<file path="config.mk">
export PLATFORM = sky130hd
export DESIGN_NAME = fetch_queue
export DESIGN_NICKNAME = d
export VERILOG_FILES = /design/src/rtl/fetch_queue.sv
export SDC_FILE = /design/constraint.sdc
export NUM_CORES = 1
export LEC_CHECK = 0
export BUFFER_PORTS_ARGS = -buffer_cell sky130_fd_sc_hd__buf_2
export CELL_PAD_IN_SITES_DETAIL_PLACEMENT = 0
export CELL_PAD_IN_SITES_GLOBAL_PLACEMENT = 1
export CORE_UTILIZATION = 50
export CTS_BUF_LIST = sky130_fd_sc_hd__clkbuf_8 sky130_fd_sc_hd__clkbuf_16
export DETAILED_ROUTE_END_ITERATION = 16
export GPL_TIMING_DRIVEN = 0
export PLACE_DENSITY = 0.77
export SETUP_SLACK_MARGIN = 0.1
export SLEW_MARGIN = 30
export SYNTH_ARGS = -nofsm -noshare
export SYNTH_HDL_FRONTEND = slang
export SYNTH_SLANG_ARGS = --single-unit
</file>
<file path="constraint.sdc">
create_clock -name clk -period 4.05 [get_ports clk]
set_input_delay 0 -clock clk [delete_from_list [all_inputs] [get_ports clk]]
set_output_delay 0 -clock clk [all_outputs]
set_load 0.005 [all_outputs]
</file>
<file path="src/rtl/fetch_queue.sv">
// Sequential instruction fetch with a DEPTH-entry PC/instruction queue in front of decode.
// One read in flight at a time; a redirect flushes the queue and any outstanding response.
module fetch_queue #(
  parameter int          INSTR_W  = 24,
  parameter int          PC_W     = 16,
  parameter int          DEPTH    = 4,
  parameter int          PC_STEP  = 1,
  parameter int unsigned RESET_PC = 0
) (
  input  logic                       clk,
  input  logic                       reset,
  input  logic                       fetchEn,
  input  logic                       pcWrEn,
  input  logic [PC_W-1:0]            newPc,
  output logic                       imemRdEn,
  output logic [PC_W-1:0]            imemAddr,
  input  logic [INSTR_W-1:0]         imemRdData,
  output logic                       instrValid,
  input  logic                       instrReady,
  output logic [INSTR_W-1:0]         instruction,
  output logic [PC_W-1:0]            instrPc,
  output logic [$clog2(DEPTH):0]     count
);

  localparam int              AW   = $clog2(DEPTH);
  localparam int              CW   = AW + 1;
  localparam logic [PC_W-1:0] STEP = PC_W'(PC_STEP);
  localparam logic [PC_W-1:0] RPC  = PC_W'(RESET_PC);

  logic [PC_W-1:0]    fetch_pc_q, fetch_pc_d;
  logic [PC_W-1:0]    req_pc_q, req_pc_d;
  logic               req_valid_q, req_valid_d;
  logic [AW-1:0]      rd_ptr_q, rd_ptr_d;
  logic [AW-1:0]      wr_ptr_q, wr_ptr_d;
  logic [CW-1:0]      count_q, count_d;
  logic [INSTR_W-1:0] instr_q [DEPTH];
  logic [PC_W-1:0]    pc_q    [DEPTH];

  logic               head_valid, pop, push, credit_ok, issue;
  logic [CW:0]        occupancy;

  // Stage 0: issue decision against the current fetch PC
  always_comb begin
    head_valid = reset & (count_q != '0);
    pop        = head_valid & instrReady & ~pcWrEn;
    push       = req_valid_q & ~pcWrEn;
    // Count the outstanding read as already occupying a slot so a push can never overflow.
    occupancy  = {1'b0, count_q} + (CW+1)'(req_valid_q) - (CW+1)'(pop);
    credit_ok  = occupancy < (CW+1)'(DEPTH);
    issue      = reset & fetchEn & (pcWrEn | credit_ok);
  end

  assign imemRdEn    = issue;
  assign imemAddr    = pcWrEn ? newPc : fetch_pc_q;
  assign instrValid  = head_valid;
  assign instruction = head_valid ? instr_q[rd_ptr_q] : '0;
  assign instrPc     = head_valid ? pc_q[rd_ptr_q] : '0;
  assign count       = count_q;

  always_comb begin
    fetch_pc_d  = fetch_pc_q;
    req_pc_d    = req_pc_q;
    req_valid_d = issue;
    rd_ptr_d    = rd_ptr_q;
    wr_ptr_d    = wr_ptr_q;
    count_d     = count_q;
    if (pcWrEn) begin
      rd_ptr_d   = '0;
      wr_ptr_d   = '0;
      count_d    = '0;
      req_pc_d   = newPc;
      fetch_pc_d = issue ? newPc + STEP : newPc;
    end else begin
      if (push) wr_ptr_d = wr_ptr_q + AW'(1);
      if (pop)  rd_ptr_d = rd_ptr_q + AW'(1);
      count_d = count_q + CW'(push) - CW'(pop);
      if (issue) begin
        req_pc_d   = fetch_pc_q;
        fetch_pc_d = fetch_pc_q + STEP;
      end
    end
  end

  // Stage 1: control registers
  always_ff @(posedge clk) begin
    if (!reset) begin
      fetch_pc_q  <= RPC;
      req_valid_q <= 1'b0;
      rd_ptr_q    <= '0;
      wr_ptr_q    <= '0;
      count_q     <= '0;
    end else begin
      fetch_pc_q  <= fetch_pc_d;
      req_valid_q <= req_valid_d;
      rd_ptr_q    <= rd_ptr_d;
      wr_ptr_q    <= wr_ptr_d;
      count_q     <= count_d;
    end
  end

  // Stage 1: queue storage and in-flight PC
  always_ff @(posedge clk) begin
    req_pc_q <= req_pc_d;
    if (push) begin
      instr_q[wr_ptr_q] <= imemRdData;
      pc_q[wr_ptr_q]    <= req_pc_q;
    end
  end

endmodule

</file>
==> impl_results.md, run 1 <==
- Tcrit/Tclk final: 86.2%
- Antenna diode count: 0
- Pwr dens: 440 nW/µm²
- Num CTS Buffers: 21
- Post-DP HPWL: 12,700 µm
- Status: completed
- Worst skew pair latency: 490 ps
- CORE AREA: 16,800 µm²
- Post-CTS sizing: 0
- Slowest stage cell, crit path: dlygate4sd3_1
- RSZ-0062 raised after global routing: no
- Post-CTS setup buffer count: 0
- Synth Net Count: 609
- # fillers: 1,296
- Critical setup path kind: flip-flop to flip-flop
- Setup crit end kind: flip-flop
- Max-Cap Viols: 0
- Initial DRC Count: 370
- Critical path's largest stage delay: 580 ps
- Drt via density: 5.74
- NumNets Final: 777
- Clk buf depth: 3
- CTS Sinks: 202
- Most frequent cells in the layout: edfxtp_1, buf_2, and3_1
- Ports: 106
- Worst path top cell family by delay: simple AND/OR/NAND/NOR gates
- Row cnt: 47
- TritonCTS clock tree: done
- Clock skew: 11.8 ps
- CTS root buffer: clkbuf_16
- Syn Area/Cell: 15.7 µm²
- Largest net degree at the start of global routing: 41
- First-pass GRT wire length: 30,200 µm
- Setup violators final: 0
- GR Util All Layers: 22.2%
- Port Buf Inserts: 103
- Min-Delay Path Class: input port to flip-flop
- Post-Syn Instances: 554
- Ys flop type: edfxtp_1
- Commonest non-fill, non-tap cell in the layout: edfxtp_1
- Die area: 18,000 µm²
- Fin. max-slew vios: 0
- Slew @ Worst Pin: 674 ps
- Max transition margin: 55.1%
- Vias: 5,495
- Crit path required time: 4480 ps
- Global route overflow: 0
- Avg WL per Cell: 20.3 µm
- Clock slew at reported path FFs: 60 ps
- LEAKAGE: 0.00396 µW
- Starting Density: 51.9%
- Area growth syn-to-layout: 22.8%
- Residual DRC: 0
- Pre-Repair DR Iteration Count: 5
- Drt total wl: 19,500 µm
- Share of cells above drive strength 1: 28.9%
- CP Launch Type: flip-flop
- Maximum VDD drop: 0.000279 V
- Final Power: 4720 µW
- Unique cell type count in the Yosys netlist: 62
- Initial antenna violation count: 0
- Final TNS setup: 0 ps
- YS warnings: 0
- Endpoint arrival time on the critical path: 3930 ps
- Fmax: 286 MHz
- Antenna Nets Post-Route: 0
- GP Congestion: 0.912
- Die width: 134 µm
- Async set or reset register ratio after synthesis: 0%
- EDFF count, synth: 176
- Fin crit period: 3490 ps
- Hold_buf cts: 42
- Hold Violations, Final: 0
- Vias in the first global route: 5,535
- Ordered cell list for the critical path: or3_1, and2_1, nand2b_1, ha_1, and3b_1, mux2i_1, a22o_2, o311ai_0, a311oi_1, dlygate4sd3_1
- H-tree depth: 1
- Cell Area, Synth: 8720 µm²
- Yosys reg bits: 202
- Crit Path Max Fanout: 7
- Buf/Inv on CP: 1
- Die height: 134 µm
- Seq/Total Area, Yosys: 66.6%
==> worst register-to-register path: stages, from the launching register on <==
cell           delay [ps]
dfxtp_1               350
or3_1                 540
and2_1                280
nand2b_1              130
ha_1                  260
and3b_1               190
mux2i_1               300
a22o_2                350
o311ai_0              160
a311oi_1              290
dlygate4sd3_1         580
==> area by class of cell <==
type | count | area (µm²) | area share (%)
plain buffers | 33 | 154 | 1.44
clock buffers | 24 | 567 | 5.29
clock inverters | 14 | 204 | 1.90
inverters | 19 | 71.3 | 0.666
multi-input cells | 300 | 2700 | 25.2
flip-flops and latches | 202 | 5810 | 54.2
well taps | 220 | 275 | 2.57
repair buffers | 145 | 936 | 8.74
==> registers in the layout (all words and copies together) (netlist names), named ones only <==
signal	cells
rd_ptr_q	2
instr_q	96
pc_q	64
req_pc_q	16
req_valid_q	1
wr_ptr_q	2
count	3
fetch_pc_q	16
==> per-layer routing <==
metal	vias up	global-route usage, %	wire [µm]	share of wire [%]
met3	28	3.17	1120	5.7
met4	0	6.74	376	1.9
met1	2745	30.3	8450	43
met2	183	37.3	9530	49
li1	2539	-	-	-
met5	-	0	0	0
==> Yosys cell counts (all sizes together) (6+ instances only) <==
cell type  instances  area (µm²)
xor2               6        52.6
dfxtp             26         521
buf               12        75.1
or3                7        43.8
and2               6        37.5
mux4              40         901
o21ai             15        75.1
a21oi             10        50.1
edfxtp           176        5290
inv               18        67.6
mux2i              6        63.8
nand2             27         101
ha                 9         113
mux2              11         128
nand3             13        65.1
a31oi              7        43.8
and3              46         288
nand4             12        75.1
nor2              17        63.8
xnor2              7        61.3
clkbuf            21        78.8
nor3               6        30.0
==> power by group <==
part / switching [µW] / leakage, µW / internal [µW]
sequential: 32.3 / 0.00183 / 2320
clock: 777 / 0.000384 / 1330
combinational: 147 / 0.00175 / 116
total: 956 / 0.00396 / 3760
==> path summary, 6_finish.rpt <==
path	slack, ps	to	cells past startpoint	from
setup / recovery	560	fetch_pc_q[13]	10	count[0]
hold / removal	30	req_pc_q[0]	2	pcWrEn
setup reg to reg	560	fetch_pc_q[13]	10	count[0]
hold reg to reg	490	pc_q[3][13]	0	req_pc_q[13]
==> per-stage QoR <==
stage	hold slack (ps)	std cells	utilization (%)	setup slack, ps	cell area, µm²
detailed placement	218	877	56.6	763	9520
global placement	209	877	56.6	759	9510
global route	19.4	957	63.7	321	10700
floorplan	98.9	554	-	1260	8720
CTS	3.21	957	63.7	581	10700
finish	25.7	957	63.7	557	10700
==> cells by family after synthesis <==
logic type                 after synthesis  share of synthesized area [%]
DFF                                    202                           66.6
and+or+nand+nor                        158                           10.2
AOI/OAI and AO/OA                       62                           5.28
muxes                                   57                           12.5
buffers and inverters                   52                           2.58
xor gates and xnor gates                13                           1.31
adders and majority gates               10                           1.52
Note: power is estimated with default switching activity, not from simulation.
==> run 2, diff against run 1 <==
- GPL_TIMING_DRIVEN: 0 -> unset
==> impl_results.md, run 2 (same netlist as run 1, synthesis figures left out) <==
- Post-CTS sizing: 0 (unchanged)
- Slowest stage cell, crit path: dlygate4sd3_1
- Fmax: 303 MHz (+5.9%)
- Sw power: 902 µW (-5.7%)
- Critical path's largest stage delay: 580 ps (about the same)
- Global route overflow: 0 (unchanged)
- Vias: 5,426 (-1.3%)
- WHS: -5.14 ps (-30.9 ps)
- Starting Density: 51.9% (unchanged)
- Fin crit period: 3300 ps (-194 ps)
- Row cnt: 47 (unchanged)
- Post-DP HPWL: 11,700 µm (-7.7%)
- CTS Sinks: 202 (unchanged)
- Antenna Nets Post-Route: 0 (unchanged)
- Residual DRC: 0 (unchanged)
- Slew @ Worst Pin: 856 ps (+183 ps)
- Fin. max-slew vios: 0 (unchanged)
- CORE AREA: 16,800 µm² (unchanged)
- Share of cells above drive strength 1: 29.8% (+0.93 points)
- Vias in the first global route: 5,428 (-1.9%)
- Clk buf depth: 3 (unchanged)
- Avg WL per Cell: 19.7 µm (-3.1%)
- TritonCTS clock tree: done
- NumNets Final: 754 (-3.0%)
- First-pass GRT wire length: 29,000 µm (-4.0%)
- Pwr dens: 417 nW/µm² (-5.3%)
- Comb power frac: 5.7% (about the same)
- Final WS setup: 751 ps (+194 ps)
- GR Util All Layers: 21.0% (-1.3 points)
- Maximum VDD drop: 0.000226 V (-19%)
- Crit Path Max Fanout: 7 (unchanged)
- Status: complete, but fails checks
- Setup crit end kind: flip-flop
- Crit path required time: 4470 ps (about the same)
- Clk network pwr share: 40.6% (-3.9 points)
- Antenna diode count: 0 (unchanged)
- Setup violators final: 0 (unchanged)
- Max-Cap Viols: 0 (unchanged)
- Largest net degree at the start of global routing: 57 (+39%)
- Max transition margin: 42.9% (-12 points)
- Min-Delay Path Class: input port to flip-flop
- LEAKAGE: 0.00389 µW (-1.7%)
- Initial antenna violation count: 0 (unchanged)
- GP Congestion: 0.839 (-8.1%)
- Dpl cells: 855 (-2.5%)
- Pre-Repair DR Iteration Count: 5 (unchanged)
- Critical setup path kind: flip-flop to flip-flop
- Clock slew at reported path FFs: 60 ps (about the same)
- Post-CTS setup buffer count: 0 (unchanged)
- Area growth syn-to-layout: 20.6%
- Switch share: 20.5% (+0.28 points)
- Initial DRC Count: 416 (+12%)
- Hold_buf cts: 41 (-2.4%)
- Clock skew: 7.15 ps (-4.62 ps)
- Most frequent cells in the layout: edfxtp_1, buf_2, and3_1
- Hold Violations, Final: 1 (+1)
- Post-layout util: 62.5% (-1.2 points)
- Tcrit/Tclk final: 81.5% (-4.8 points)
- H-tree depth: 1 (unchanged)
- Final Power: 4390 µW (-7.0%)
- Commonest non-fill, non-tap cell in the layout: edfxtp_1
- Flip-flop count of the largest register after layout: 96 (unchanged)
- CTS root buffer: clkbuf_16
- Fin cells: 934 (-2.4%)
- Die width: 134 µm (unchanged)
- Largest register by flop count: instr_q
- Die height: 134 µm (unchanged)
- Die area: 18,000 µm² (unchanged)
- Endpoint arrival time on the critical path: 3720 ps (-210 ps)
- CP Launch Type: flip-flop
- Ports: 106 (unchanged)
- Final TNS setup: 0 ps (unchanged)
- Largest regs: instr_q x96, pc_q x64
- Num CTS Buffers: 21 (unchanged)
- Worst skew pair latency: 480 ps (about the same)
- Drt total wl: 18,400 µm (-5.5%)
- Port Buf Inserts: 105 (+1.9%)
- Int Power: 3490 µW (-7.3%)
- Ordered cell list for the critical path: or3_1, and2_1, nand2b_1, ha_1, and3b_1, mux2i_1, a22o_2, o311ai_0, a311oi_1, dlygate4sd3_1
- RSZ-0062 raised after global routing: no
- Failing checks: negative hold slack
- Drt via density: 5.81 (+1.2%)
- Setup WS pre-CTS: 978 ps (+215 ps)
- Reg power frac: 53.7% (+3.8 points)
-- run 2: path summary, 6_finish.rpt --
kind,startpoint,end,slack [ps],cells past startpoint
worst max-delay path,count[0],fetch_pc_q[13],750,10
worst min-delay path,newPc[9],req_pc_q[9],-5,3
worst max register to register,count[0],fetch_pc_q[13],750,10
worst min register to register,req_pc_q[8],pc_q[2][8],500,0
-- run 2: critical path, delay by kind of cell (launching register included) --
kind,cells,cell delay [ps]
AOI/OAI and AO/OA,3,840
DFF,1,350
muxes,1,290
adders and majority gates,1,260
and+or+nand+nor,4,920
buffers and inverters,1,580
-- run 2: power by group through the flow --
stage / combinational [µW] / clock, µW / sequential, µW
after global routing: 271 / 1900 / 2360
after floorplan: 126 / 0 / 2390
after global placement: 212 / 0 / 2400
final: 249 / 1780 / 2360
after CTS: 248 / 1820 / 2360
after detailed placement: 216 / 0 / 2400
-- run 2: layout make-up --
| class | count | area (µm²) |
|---|---|---|
| Inverter | 19 | 71.3 |
| Clock inverter | 11 | 53.8 |
| Clock buffer | 27 | 608 |
| Timing Repair Buffer | 155 | 1000 |
| Multi-Input combinational cell | 300 | 2700 |
| Tap cell | 220 | 275 |
| Sequential cell | 202 | 5810 |
| Fill cell | 1283 | 6300 |
-- run 2: through the flow --
| step | hold WS, ps | instance area [µm²] |
|---|---|---|
| floorplan | 98.9 | 8720 |
| global placement | 209 | 9440 |
| detailed placement | 218 | 9450 |
| CTS | 6.87 | 10500 |
| global route | 17.4 | 10500 |
| finish | -5.14 | 10500 |
-- run 2: metal layers --
| layer | vias to the layer above | track usage, % | share of wire, % |
|---|---|---|---|
| met4 | 0 | 6.24 | 2.0 |
| met5 | - | 0 | 0 |
| li1 | 2489 | - | - |
| met1 | 2726 | 29.7 | 44 |
| met2 | 181 | 34.2 | 48 |
| met3 | 30 | 2.76 | 5.4 |
==> run 3, diff against run 2 <==
- ABC_AREA: unset -> 1
- CORE_UTILIZATION: 50 -> 46
- PLACE_DENSITY: 0.77 -> 0.76
- clock period: 4.05 -> 3.29 ns (I/O delays scaled with it)
==> impl_results.md, run 3 <==
- GP Congestion: 0.820 (-2.2%)
- Leading area contributor after synthesis: edfxtp_1
- Worst skew pair latency: 490 ps (about the same)
- Antenna diode count: 0 (unchanged)
- Global route overflow: 0 (unchanged)
- CORE AREA: 18,700 µm² (+11%)
- Die width: 140 µm (+4.5%)
- Max-Cap Viols: 0 (unchanged)
- TritonCTS clock tree: done
- Final TNS setup: 0 ps (unchanged)
- Most frequent cells in the layout: nor2_1, edfxtp_1, o21ai_0
- Post-CTS sizing: 0 (unchanged)
- CTS Sinks: 202 (unchanged)
- Setup violators final: 0 (unchanged)
- H-tree depth: 1 (unchanged)
- Unique cell type count in the Yosys netlist: 37 (-40%)
- Fin crit period: 2840 ps (-463 ps)
- Max transition margin: 42.0% (-0.90 points)
- Die height: 140 µm (+4.5%)
- Num CTS Buffers: 22 (+4.8%)
- Starting Density: 46.9% (-4.9 points)
- Min-Delay Path Class: input port to flip-flop
- Status: completed
- Crit Path Max Fanout: 29 (+22)
- Post-layout util: 57.8% (-4.8 points)
- Slew @ Worst Pin: 870 ps (+13.5 ps)
- GR Util All Layers: 19.0% (-1.9 points)
- Seq/Total Area, Yosys: 66.1% (-0.44 points)
- Antenna Nets Post-Route: 0 (unchanged)
- Largest register by flop count: instr_q
- Die area: 19,600 µm² (+9.3%)
- Drt total wl: 18,500 µm (+0.34%)
- First-pass GRT wire length: 29,300 µm (+1.2%)
- Cell Area, Synth: 8780 µm² (+0.66%)
- Fmax: 353 MHz (+16%)
- Share of cells above drive strength 1: 17.8% (-12 points)
- Flip-flop count of the largest register after layout: 96 (unchanged)
- Hold Violations, Final: 0 (-1)
- Avg WL per Cell: 15.0 µm (-24%)
- CTS root buffer: clkbuf_16
- Crit path required time: 3660 ps (-810 ps)
- Initial antenna violation count: 0 (unchanged)
- Largest regs: instr_q x96, pc_q x64
- Pre-Repair DR Iteration Count: 4 (-1)
- Pwr dens: 547 nW/µm² (+31%)
- Post-DP HPWL: 10,800 µm (-7.9%)
- RSZ-0062 raised after global routing: no
- Area growth syn-to-layout: 23.1%
- Critical setup path kind: flip-flop to flip-flop
- NumNets Final: 1,037 (+38%)
- Endpoint arrival time on the critical path: 3210 ps (-510 ps)
- FF-to-FF setup slack: 450 ps (-300 ps)
- Top-count cell post-synth: nor2_1
- Setup crit end kind: flip-flop
- CP Launch Type: flip-flop
- Drt via density: 5.06 (-13%)
- Syn Area/Cell: 10.5 µm² (-34%)
- Ranking of synthesized cells by area: edfxtp_1, nor2_1, o21ai_0, dfxtp_1, a21oi_1
- Synth top area share: 60.2% (-0.40 points)
- Async set or reset register ratio after synthesis: 0% (unchanged)
- WHS: 29.5 ps (+34.7 ps)
- LEAKAGE: 0.00421 µW (+8.2%)
- Row cnt: 50 (+6.4%)
- YS warnings: 0 (unchanged)
- Fin. max-slew vios: 0 (unchanged)
- Vias in the first global route: 5,783 (+6.5%)
- Post-Syn Instances: 839 (+51%)
- Ports: 106 (unchanged)
- Synth Net Count: 894 (+47%)
- Residual DRC: 0 (unchanged)
- Clock slew at reported path FFs: 60 ps (about the same)
- Clk buf depth: 3 (unchanged)
- Tcrit/Tclk final: 86.2% (+4.7 points)
- EDFF count, synth: 176 (unchanged)
- Ys flop type: edfxtp_1
- Maximum VDD drop: 0.000268 V (+18%)
- Largest net degree at the start of global routing: 81 (+42%)
- Yosys reg bits: 202 (unchanged)
- Vias: 6,234 (+15%)
- Port Buf Inserts: 105 (unchanged)
- Initial DRC Count: 265 (-36%)
- Top cells by count, synth: nor2_1, edfxtp_1, o21ai_0, nand2_1, a21oi_1
- Commonest non-fill, non-tap cell in the layout: nor2_1
- Clock skew: 13.6 ps (+6.46 ps)
==> run 3: changes by cell type in the layout (fill, tap and decap cells not counted), moves of 6 or more <==
cell | previous run | this run
nor2_1 | 17 | 191
a21oi_1 | 10 | 68
nand2_1 | 27 | 74
xnor2_1 | 7 | 0
mux2_2 | 10 | 0
o21ai_0 | 15 | 117
inv_1 | 23 | 55
or3_1 | 7 | 1
mux4_2 | 40 | 0
a31oi_1 | 7 | 1
bufinv_16 | 0 | 6
nand3_1 | 13 | 28
and3_1 | 46 | 0
==> run 3: worst paths after layout <==
kind	startpoint	to	depth (start not counted)
max	count[1]	fetch_pc_q[8]	19
min	pcWrEn	fetch_pc_q[9]	5
max reg2reg	count[1]	fetch_pc_q[8]	19
min reg2reg	fetch_pc_q[15]	fetch_pc_q[15]	2
==> run 3: layout make-up <==
type / count / area, µm²
Clock buffer: 24 / 589
Clock inverter: 16 / 236
Fill cell: 1589 / 7900
Inverter: 55 / 213
Multi-Input combinational cell: 540 / 2610
Sequential cell: 202 / 5810
Tap cell: 234 / 293
Timing Repair Buffer: 161 / 1050
==> run 3: critical path: stages, from the launching register on <==
cell and delay [ps]:
dfxtp_1 420, nor2_1 60, nand2_1 110, nand2_2 90, nor2_1 180, inv_1 90
ha_1 290, nand2_1 50, inv_1 60, nand3_2 90, nand2_1 80, nand2_1 50
nand2_1 70, nand3_2 110, nand2_2 130, nand2_4 100, nand2_4 280, inv_2 190
o21ai_0 210, a21oi_1 50
==> run 3: kinds of logic after synthesis <==
family / Yosys count / synth area share (%)
flip-flops: 202 / 66.1
AND/OR/NAND/NOR: 326 / 15.6
AO/OA/AOI/OAI: 196 / 11.5
XOR/XNOR: 8 / 0.798
buffers and inverters: 97 / 4.46
adder cells (fa/ha/maj): 10 / 1.51
==> run 3: routing by layer <==
layer	vias to the layer above	wire [µm]	track usage, %	share of wire (%)
met5	-	0	0	0
met4	0	282	4.63	1.5
met1	2850	8340	26.2	45
met3	28	1040	2.46	5.7
li1	3188	-	-	-
met2	168	8800	32.2	48
==> run 3: power breakdown <==
group	total, µW	switching (µW)	internal [µW]
sequential	2900	40.5	2860
clock	2700	943	1760
combinational	307	182	125
total	5910	1170	4750
==> run 3: timing repair <==
item	CTS	global route
hold buffers	43	0
buffers inserted	0	0
hold endpoints to repair	131	0
==> run 3: stage by stage <==
stage | std cells | setup slack, ps | power (µW) | instance area [µm²]
finish | 1232 | 454 | 5910 | 10800
global route | 1232 | 127 | 6100 | 10800
CTS | 1232 | 428 | 5960 | 10800
detailed placement | 1149 | 454 | 3220 | 9550
global placement | 1149 | 550 | 3220 | 9550
floorplan | 839 | 547 | 3100 | 8780
